==> config.mk <==
export PLATFORM = sky130hd
export DESIGN_NAME = a_matrix_seq
export DESIGN_NICKNAME = d
export VERILOG_FILES = /design/src/rtl/kyber_pkg.sv /design/src/rtl/a_matrix_seq_idx_counter.sv /design/src/rtl/a_matrix_seq.sv
export SDC_FILE = /design/constraint.sdc
export NUM_CORES = 1
export LEC_CHECK = 0
export BUFFER_PORTS_ARGS = -buffer_cell sky130_fd_sc_hd__buf_2
export CELL_PAD_IN_SITES_DETAIL_PLACEMENT = 1
export CELL_PAD_IN_SITES_GLOBAL_PLACEMENT = 2
export CORE_ASPECT_RATIO = 1.5
export CORE_UTILIZATION = 26
export DETAILED_ROUTE_END_ITERATION = 7
export PLACE_DENSITY = 0.74
export SLEW_MARGIN = 20
export SYNTH_ARGS = -nofsm -noshare
export SYNTH_HDL_FRONTEND = slang
export SYNTH_HIERARCHICAL = 1
export SYNTH_SLANG_ARGS = --single-unit
==> constraint.sdc <==
create_clock -name clk -period 2.4 [get_ports clk]
set_clock_uncertainty 0.05 [all_clocks]
set_input_delay 0.48 -clock clk [delete_from_list [all_inputs] [get_ports clk]]
set_output_delay 0.48 -clock clk [all_outputs]
set_load 0.03 [all_outputs]
==> src/rtl/kyber_pkg.sv <==
// kyber_pkg
// Shared constants for the Kyber A-matrix front end: sequencer state
// encoding, field modulus, seed and XOF input widths and the default
// matrix dimension. No ports.
package kyber_pkg;

  localparam int KYBER_Q     = 3329;
  localparam int SEED_BITS   = 256;
  localparam int XOF_IN_BITS = 272;
  localparam int DEFAULT_K   = 3;

  localparam int STATE_W = 3;

  localparam logic [STATE_W-1:0] ST_IDLE  = 3'd0;
  localparam logic [STATE_W-1:0] ST_CLEAR = 3'd1;
  localparam logic [STATE_W-1:0] ST_KICK  = 3'd2;
  localparam logic [STATE_W-1:0] ST_WAIT  = 3'd3;
  localparam logic [STATE_W-1:0] ST_NEXT  = 3'd4;
  localparam logic [STATE_W-1:0] ST_DONE  = 3'd5;

endpackage

==> src/rtl/a_matrix_seq_idx_counter.sv <==
// a_idx_counter
// Nested row/column counter for walking a KxK matrix in row-major order.
// Ports:
//   clk       clock
//   rst_n     synchronous active-low reset
//   clear_i   return to entry (0,0)
//   advance_i step to the next entry (column inner, row outer)
//   row_o     current row index i
//   col_o     current column index j
//   last_o    high while the current entry is (K-1,K-1)
module a_idx_counter #(
  parameter int K     = 3,
  parameter int IDX_W = 4
) (
  input  logic             clk,
  input  logic             rst_n,
  input  logic             clear_i,
  input  logic             advance_i,
  output logic [IDX_W-1:0] row_o,
  output logic [IDX_W-1:0] col_o,
  output logic             last_o
);

  logic [IDX_W-1:0] rowQ;
  logic [IDX_W-1:0] colQ;

  // Column wraps to zero and carries into the row. Advancing past the last
  // entry leaves the row out of range, which is harmless because the
  // sequencer finishes there and clears before the next walk.
  always_ff @(posedge clk) begin
    if (!rst_n || clear_i) begin
      rowQ <= '0;
      colQ <= '0;
    end else if (advance_i) begin
      if (colQ == IDX_W'(K - 1)) begin
        colQ <= '0;
        rowQ <= rowQ + 1'b1;
      end else begin
        colQ <= colQ + 1'b1;
      end
    end
  end

  assign row_o  = rowQ;
  assign col_o  = colQ;
  assign last_o = (rowQ == IDX_W'(K - 1)) && (colQ == IDX_W'(K - 1));

endmodule

==> src/rtl/a_matrix_seq.sv <==
// a_matrix_seq
// Sequencer that drives the A-matrix parse/XOF generator over all KxK
// entries in row-major order. For each entry it builds rho||j||i (or
// rho||i||j when transposed), clears and kicks the generator, selects the
// RAM bank and counts the generator's coefficient-word strobes.
// Ports:
//   clk, rst_n   clock, synchronous active-low reset
//   start        request a full matrix (ignored while busy)
//   transpose    index byte order, captured on accepted start
//   rho          256-bit seed, captured on accepted start
//   gen_enw      generator write strobe
//   gen_M        272-bit XOF input to the generator
//   gen_active   generator start, held until its first strobe
//   gen_rst      active-high generator clear
//   gen_offset   RAM write start offset (constant BASE_OFFSET)
//   poly_idx     RAM bank select i*K+j
//   busy, done   sequence in progress / one-cycle completion pulse
//   err          watchdog error
// Optional feature: define A_MATRIX_SEQ_TIMEOUT_EN to enable the KICK/WAIT
// watchdog; without it err is tied low and the sequencer waits forever.
module a_matrix_seq
  import kyber_pkg::*;
#(
  parameter int         K              = DEFAULT_K,
  parameter int         WORDS_PER_POLY = 32,
  parameter logic [7:0] BASE_OFFSET    = 8'd0,
  parameter int         TIMEOUT_CYC    = 4095
) (
  input  logic           clk,
  input  logic           rst_n,
  input  logic           start,
  input  logic           transpose,
  input  logic [255:0]   rho,
  input  logic           gen_enw,
  output logic [271:0]   gen_M,
  output logic           gen_active,
  output logic           gen_rst,
  output logic [7:0]     gen_offset,
  output logic [3:0]     poly_idx,
  output logic           busy,
  output logic           done,
  output logic           err
);

  localparam int CNT_W = $clog2(WORDS_PER_POLY + 1);

  logic [STATE_W-1:0]     stateQ, stateD;
  logic [CNT_W-1:0]       wordCntQ, wordCntD;
  logic [SEED_BITS-1:0]   rhoQ;
  logic                   transposeQ;
  logic [XOF_IN_BITS-1:0] genMQ;
  logic [3:0]             polyIdxQ;
  logic                   idxClear;
  logic                   idxAdvance;
  logic                   idxLast;
  logic [3:0]             rowIdx;
  logic [3:0]             colIdx;
  logic                   timeoutHit;

  a_idx_counter #(
    .K     (K),
    .IDX_W (4)
  ) uIdx (
    .clk       (clk),
    .rst_n     (rst_n),
    .clear_i   (idxClear),
    .advance_i (idxAdvance),
    .row_o     (rowIdx),
    .col_o     (colIdx),
    .last_o    (idxLast)
  );

`ifdef A_MATRIX_SEQ_TIMEOUT_EN
  localparam int TW = $clog2(TIMEOUT_CYC + 1);

  logic [TW-1:0] wdogQ;
  logic          errQ;

  // A strobe in the same cycle as the limit counts as progress, so the
  // watchdog only fires on a genuinely silent generator.
  assign timeoutHit = ((stateQ == ST_KICK) || (stateQ == ST_WAIT)) &&
                      !gen_enw && (wdogQ >= TW'(TIMEOUT_CYC));

  // Watchdog restarts on the way into KICK and on every strobe; err is
  // sticky until reset or the next accepted start.
  always_ff @(posedge clk) begin
    if (!rst_n) begin
      wdogQ <= '0;
      errQ  <= 1'b0;
    end else begin
      if ((stateQ == ST_CLEAR) || gen_enw) begin
        wdogQ <= '0;
      end else if (((stateQ == ST_KICK) || (stateQ == ST_WAIT)) &&
                   (wdogQ < TW'(TIMEOUT_CYC))) begin
        wdogQ <= wdogQ + 1'b1;
      end
      if ((stateQ == ST_IDLE) && start) begin
        errQ <= 1'b0;
      end else if (timeoutHit) begin
        errQ <= 1'b1;
      end
    end
  end

  assign err = errQ;
`else
  assign timeoutHit = 1'b0;
  assign err        = 1'b0;
`endif

  // Next-state logic. The entry counter steps in NEXT using the indices of
  // the entry that just finished, so idxLast there means the whole matrix
  // is complete.
  always_comb begin
    stateD     = stateQ;
    wordCntD   = wordCntQ;
    idxClear   = 1'b0;
    idxAdvance = 1'b0;
    case (stateQ)
      ST_IDLE: begin
        if (start) begin
          idxClear = 1'b1;
          stateD   = ST_CLEAR;
        end
      end
      ST_CLEAR: begin
        wordCntD = '0;
        stateD   = ST_KICK;
      end
      ST_KICK: begin
        if (timeoutHit) begin
          stateD = ST_DONE;
        end else if (gen_enw) begin
          wordCntD = CNT_W'(1);
          stateD   = (WORDS_PER_POLY == 1) ? ST_NEXT : ST_WAIT;
        end
      end
      ST_WAIT: begin
        if (timeoutHit) begin
          stateD = ST_DONE;
        end else if (gen_enw) begin
          wordCntD = wordCntQ + 1'b1;
          if (wordCntQ + 1'b1 == CNT_W'(WORDS_PER_POLY)) begin
            stateD = ST_NEXT;
          end
        end
      end
      ST_NEXT: begin
        idxAdvance = 1'b1;
        stateD     = idxLast ? ST_DONE : ST_CLEAR;
      end
      ST_DONE: begin
        stateD = ST_IDLE;
      end
      default: begin
        stateD = ST_IDLE;
      end
    endcase
  end

  // State, word count and captured request. Seed and transpose are only
  // taken on an accepted start so a start while busy cannot disturb them.
  always_ff @(posedge clk) begin
    if (!rst_n) begin
      stateQ     <= ST_IDLE;
      wordCntQ   <= '0;
      rhoQ       <= '0;
      transposeQ <= 1'b0;
    end else begin
      stateQ   <= stateD;
      wordCntQ <= wordCntD;
      if ((stateQ == ST_IDLE) && start) begin
        rhoQ       <= rho;
        transposeQ <= transpose;
      end
    end
  end

  // XOF input and bank select are refreshed in CLEAR so they are stable
  // from KICK onwards while the generator absorbs them.
  always_ff @(posedge clk) begin
    if (!rst_n) begin
      genMQ    <= '0;
      polyIdxQ <= '0;
    end else if (stateQ == ST_CLEAR) begin
      if (transposeQ) begin
        genMQ <= {4'b0, colIdx, 4'b0, rowIdx, rhoQ};
      end else begin
        genMQ <= {4'b0, rowIdx, 4'b0, colIdx, rhoQ};
      end
      polyIdxQ <= 4'(rowIdx * 4'(K)) + colIdx;
    end
  end

  assign gen_M      = genMQ;
  assign poly_idx   = polyIdxQ;
  assign gen_offset = BASE_OFFSET;
  assign gen_active = (stateQ == ST_KICK);
  assign gen_rst    = (stateQ == ST_IDLE) || (stateQ == ST_CLEAR) ||
                      (stateQ == ST_DONE);
  assign busy       = (stateQ != ST_IDLE);
  assign done       = (stateQ == ST_DONE);

endmodule
==> results of run 1 <==
[registers in the layout, indices dropped and copies added, names as in the netlist]
name and count:
gen_M 264, uIdx/row_o 4, poly_idx 4, rhoQ 256
transposeQ 1, uIdx/col_o 4, wordCntQ 6, stateQ 3
[logic make-up (layout without fill, tap and decap cells)]
logic type,count (synthesis),count (layout),synth area share [%]
XOR/XNOR,6,6,0.344
buffers and inverters,201,750,5.73
AO/OA/AOI/OAI,557,557,14.8
multiplexers,9,9,0.473
flip-flops,542,542,56.2
AND/OR/NAND/NOR,1094,1094,21.8
adder cells (fa/ha/maj),8,8,0.636
other,1,25,0.0194
[worst min-delay path: stages]
cell and delay (ps):
buf_2 90, nand2_1 50, a21oi_1 50
[what timing repair did]
action	CTS	global route
endpoints found under the hold margin	53	0
resized for setup	2	1
hold buffers	53	0
setup endpoints to repair	2	4
gates cloned	0	0
setup buffers	0	0
pin swaps	0	2
[per-stage QoR]
step	hold slack, ps	total power [mW]	cell area, um^2
after floorplan	382	11.4	19400
after CTS	0.0386	22.1	25400
after global placement	384	12.2	22800
final	54.3	21.7	25500
after global routing	21.1	22.7	25500
after detailed placement	394	12.3	22800
[where the power goes]
group          leakage (nW)  switching (mW)  total [mW]  internal (mW)
logic                  4.95            1.63        2.39          0.754
clock network          1.02            3.83        9.61           5.78
registers              4.41           0.234        9.68           9.44
[layout make-up]
cell class	count	area [um^2]
Fill cell	9026	48100
Inverter	6	37.5
Tap cell	992	1240
Antenna cell	8	20.0
Sequential cell	542	10900
Timing Repair Buffer	635	3820
Clock inverter	27	339
Clock buffer	82	1730
Multi-Input combinational cell	1691	7430
[cell usage in the layout (no fill, tap or decap), types with 4 or more instances in the layout]
| cell | instances |
|---|---|
| dfxtp_1 | 540 |
| nand3_1 | 4 |
| a21oi_1 | 526 |
| dlygate4sd3_1 | 53 |
| a211oi_1 | 8 |
| ha_1 | 4 |
| nand2_1 | 1041 |
| buf_2 | 532 |
| buf_4 | 30 |
| clkinv_2 | 11 |
| clkbuf_16 | 59 |
| nor2_1 | 22 |
| mux2i_1 | 8 |
| clkinvlp_4 | 4 |
| inv_1 | 4 |
| o21ai_0 | 7 |
| bufinv_16 | 7 |
| clkbuf_1 | 6 |
| buf_12 | 20 |
| diode_2 | 8 |
| clkbuf_8 | 17 |
| conb_1 | 17 |
[final timing paths]
check                     end  cells past startpoint           from  slack (ps)
hold / removal       rhoQ[78]                      3        rho[78]          50
hold reg to reg     gen_M[89]                      2       rhoQ[89]         390
setup / recovery         done                      4      stateQ[1]         150
setup reg to reg  poly_idx[3]                      7  uIdx/row_o[0]         240
[per-layer routing]
metal / track usage [%] / vias up / part of all wire [%]
li1: - / 8806 / -
met4: 6.72 / 22 / 3.0
met1: 19.1 / 8614 / 40
met5: 0 / - / 0.21
met2: 30.9 / 470 / 49
met3: 5.64 / 134 / 7.6
==> results.json, run 1 <==
{
  "drt_iter0_markers": 636,
  "synth_area_um2": 19300,
  "slew_violations": 0,
  "final_layout_size_suffix_gt1_share_pct": 23.4,
  "fin_util_pct": 34.6,
  "cp-start-kind": "flop",
  "globalplace.congestion": 0.770,
  "leakagePower_nw": 10.4,
  "syn_avg_cell_area_um2": 7.98,
  "synth_most_common_cell": "nand2_1",
  "hold_viol": 0,
  "die_w_um": 224,
  "worst-slew-pin-transition_ps": 806,
  "ys_top_cells_by_area": "dfxtp_1 56%, nand2_1 20%, a21oi_1 14%",
  "ios": 550,
  "path_clk_slew_ps": 70,
  "dp.cells": 3813,
  "hp-class": "input pin to flop",
  "tns_ps": 0,
  "slew-limit-headroom_pct": 45.5,
  "drt_pass1_iterations": 4,
  "insertion_delay_ps": 630,
  "status": "finished clean",
  "synth-edff-count": 0,
  "netlist.area_leader.share_pct": 56.2,
  "syn_to_final_growth_pct": 32.0,
  "max_freq_ghz": 0.444,
  "ys_warn_count": 6,
  "cts_buffers": 58,
  "portBuffers": 532,
  "die_area_um2": 75300,
  "dp_hpwl_um": 45900,
  "critPathArrivalTime_ps": 1720,
  "path_cells": "buf_4, nand2b_1, nor2_1, buf_2",
  "htreeDepth": 2,
  "row_count": 122,
  "cts_sinks": 542,
  "finalCritPeriodShare_pct": 93.8,
  "start_util_pct": 26.2,
  "place_ws_ps": -1.90,
  "synth-main-ff-cell": "dfxtp_1",
  "ant_nets": 0,
  "cts_tree": "yes",
  "ys_ff_latch": 542,
  "wl_per_cell_um": 17.0,
  "drt-total-wl_um": 67700,
  "path_buf_inv": 2,
  "fin_nets": 3203,
  "path_delay_family": "buffers and inverters",
  "cp.required_ps": 1870,
  "fin_crit_ps": 2250,
  "grt_pass1_vias": 18800,
  "ir_drop_mv": 0.505,
  "yosys.area.top_type": "dfxtp_1",
  "setup_viol": 0,
  "synth_cell_types": 48,
  "synth_commonest_cells": "1,041 x nand2_1, 542 x dfxtp_1, 526 x a21oi_1, 79 x buf_2, 73 x clkbuf_1",
  "grt_overflow_total": 0,
  "grt_start_max_net_pins": 146,
  "clock-root-buffer": "clkbuf_16",
  "setup_slack_ps": 148,
  "cp_max_fo": 12,
  "antenna_found_initial": 20,
  "avgViaCountPerCell": 4.53,
  "slowest_stage": "dfxtp_1",
  "grt_pass1_wl_um": 104000,
  "drc": 0,
  "synth-seq-area-share_pct": 56.2,
  "core_um2": 73600,
  "vias": 18000,
  "grt.total_usage_pct": 17.4,
  "fin_cells": 3983,
  "critPathCaptureType": "output pin",
  "max_stage_delay_ps": 370,
  "synth_async_sr_flop_share_pct": 0,
  "criticalPathCategory": "flop to output pin",
  "pwr_density_cell_nw_per_um2": 851,
  "maxCapViolCount": 0,
  "synth_cells": 2418,
  "clk_path_buf_depth": 3,
  "die_height_um": 336
}
Note: power is estimated with default switching activity, not from simulation.
==> run 2, diff against run 1 <==
HOLD_SLACK_MARGIN = 0.15   (was default)
==> results.json, run 2 (synthesized netlist as in run 1, its figures left out) <==
{
  "max_freq_ghz": 0.443,
  "maxCapViolCount": 0,
  "grt_pass1_wl_um": 108000,
  "final_layout_size_suffix_gt1_share_pct": 21.9,
  "cts_tree": "yes",
  "multi_input_area_um2": 7430,
  "cts_sinks": 542,
  "setup_slack_ps": 145,
  "hold_viol": 0,
  "p_seq_share_pct": 44.0,
  "cts_setup_buffers": 0,
  "fill_cells": 8983,
  "setup_viol": 0,
  "fin_util_pct": 37.4,
  "largest_reg_flops": 264,
  "status": "finished clean",
  "whs_ps": 202,
  "path_clk_slew_ps": 70,
  "slew_violations": 0,
  "leakagePower_nw": 11.2,
  "vias": 18900,
  "antenna_found_initial": 11,
  "die_height_um": 336,
  "ios": 550,
  "drt-total-wl_um": 70400,
  "p_comb_share_pct": 12.2,
  "internal-power_mw": 16.2,
  "drt_pass1_iterations": 4,
  "htreeDepth": 2,
  "path_buf_inv": 2,
  "max_stage_delay_ps": 370,
  "p_total_mw": 22.0,
  "fin_nets": 3408,
  "path_cells": "buf_4, nand2b_1, nor2_1, buf_2",
  "final_common_cell": "nand2_1",
  "portBuffers": 532,
  "clock-root-buffer": "clkbuf_16",
  "die_w_um": 224,
  "p_sw_mw": 5.79,
  "seq_area_um2": 10900,
  "clk_path_buf_depth": 3,
  "ant_nets": 0,
  "tns_ps": 0,
  "row_count": 122,
  "insertion_delay_ps": 630,
  "wl_per_cell_um": 16.8,
  "cp-start-kind": "flop",
  "final_cell_mix": "1,041 x nand2_1, 540 x dfxtp_1, 532 x buf_2",
  "cts_buffers": 58,
  "netSwitchingFraction_pct": 26.3,
  "slowest_stage": "dfxtp_1",
  "core_um2": 73600,
  "cp_max_fo": 12,
  "cp.required_ps": 1870,
  "drc": 0,
  "hp-class": "input pin to flop",
  "grt_overflow_total": 0,
  "syn_to_final_growth_pct": 42.6,
  "grt_start_max_net_pins": 146,
  "p_clk_share_pct": 43.8,
  "ir_drop_mv": 0.512,
  "start_util_pct": 26.2,
  "path_delay_family": "buffers and inverters",
  "grt_pass1_vias": 19900,
  "pwr_density_cell_nw_per_um2": 799,
  "globalplace.congestion": 0.770,
  "criticalPathCategory": "flop to output pin",
  "drt_iter0_markers": 607,
  "finalCritPeriodShare_pct": 94.0,
  "die_area_um2": 75300,
  "slew-limit-headroom_pct": 45.5,
  "avgViaCountPerCell": 4.51,
  "fin_crit_ps": 2260,
  "place_ws_ps": -1.90,
  "critPathArrivalTime_ps": 1730,
  "worst-slew-pin-transition_ps": 806,
  "dp_hpwl_um": 45900,
  "grt.total_usage_pct": 18.0,
  "critPathCaptureType": "output pin"
}
-- run 2: stage by stage --
step | std cells | cell area, um^2
4_1_cts | 4180 | 27500
2_1_floorplan | 2434 | 19400
6_report | 4186 | 27500
3_3_place_gp | 3813 | 22800
3_5_place_dp | 3813 | 22800
5_1_grt | 4185 | 27500
-- run 2: routing by layer --
| layer | global-route usage [%] | vias to the layer above | part of all wire (%) |
|---|---|---|---|
| met5 | 0 | - | 0.084 |
| met2 | 32.2 | 499 | 50 |
| met3 | 4.75 | 148 | 6.5 |
| li1 | - | 9216 | - |
| met4 | 7.45 | 10 | 3.6 |
| met1 | 20.0 | 8998 | 40 |
-- run 2: worst reg2reg max path, stage by stage, from the launching register on --
cell and delay, ps:
dfxtp_1 330, fa_1 500, ha_2 220, fa_1 410
xnor3_1 210, xnor2_1 160, nand2_1 80, a21oi_1 140
-- run 2: power by group through the flow --
| stage | logic [mW] | clock network [mW] | registers, mW |
|---|---|---|---|
| 2_1_floorplan | 1.33 | 0 | 10.0 |
| 3_3_place_gp | 2.33 | 0 | 9.85 |
| 3_5_place_dp | 2.38 | 0 | 9.88 |
| 4_1_cts | 2.73 | 10.0 | 9.68 |
| 5_1_grt | 2.95 | 10.3 | 9.73 |
| 6_report | 2.68 | 9.63 | 9.68 |
-- run 2: worst paths after layout --
| check | startpoint | end | slack [ps] | cells after the start |
|---|---|---|---|---|
| worst max-delay path | stateQ[1] | done | 140 | 4 |
| worst min-delay path | gen_enw | stateQ[0] | 200 | 3 |
| worst max register to register | uIdx/row_o[0] | poly_idx[3] | 240 | 7 |
| worst min register to register | rhoQ[85] | gen_M[85] | 390 | 2 |
-- run 2: cell type report --
cell class	count	share of cell area, %
multi-input combinational	1691	27.0
antenna	6	0.0546
inverter	6	0.136
clock buffer	82	6.30
clock inverter	27	1.23
tap	992	4.51
sequential	542	39.4
timing repair buffer	840	21.3
-- run 2: repair_timing --
item,4_1_cts,5_1_grt
endpoints found under the hold margin,259,0
resized for setup,2,1
endpoints found under the setup margin,2,4
pin swaps,0,2
hold buffers,258,0
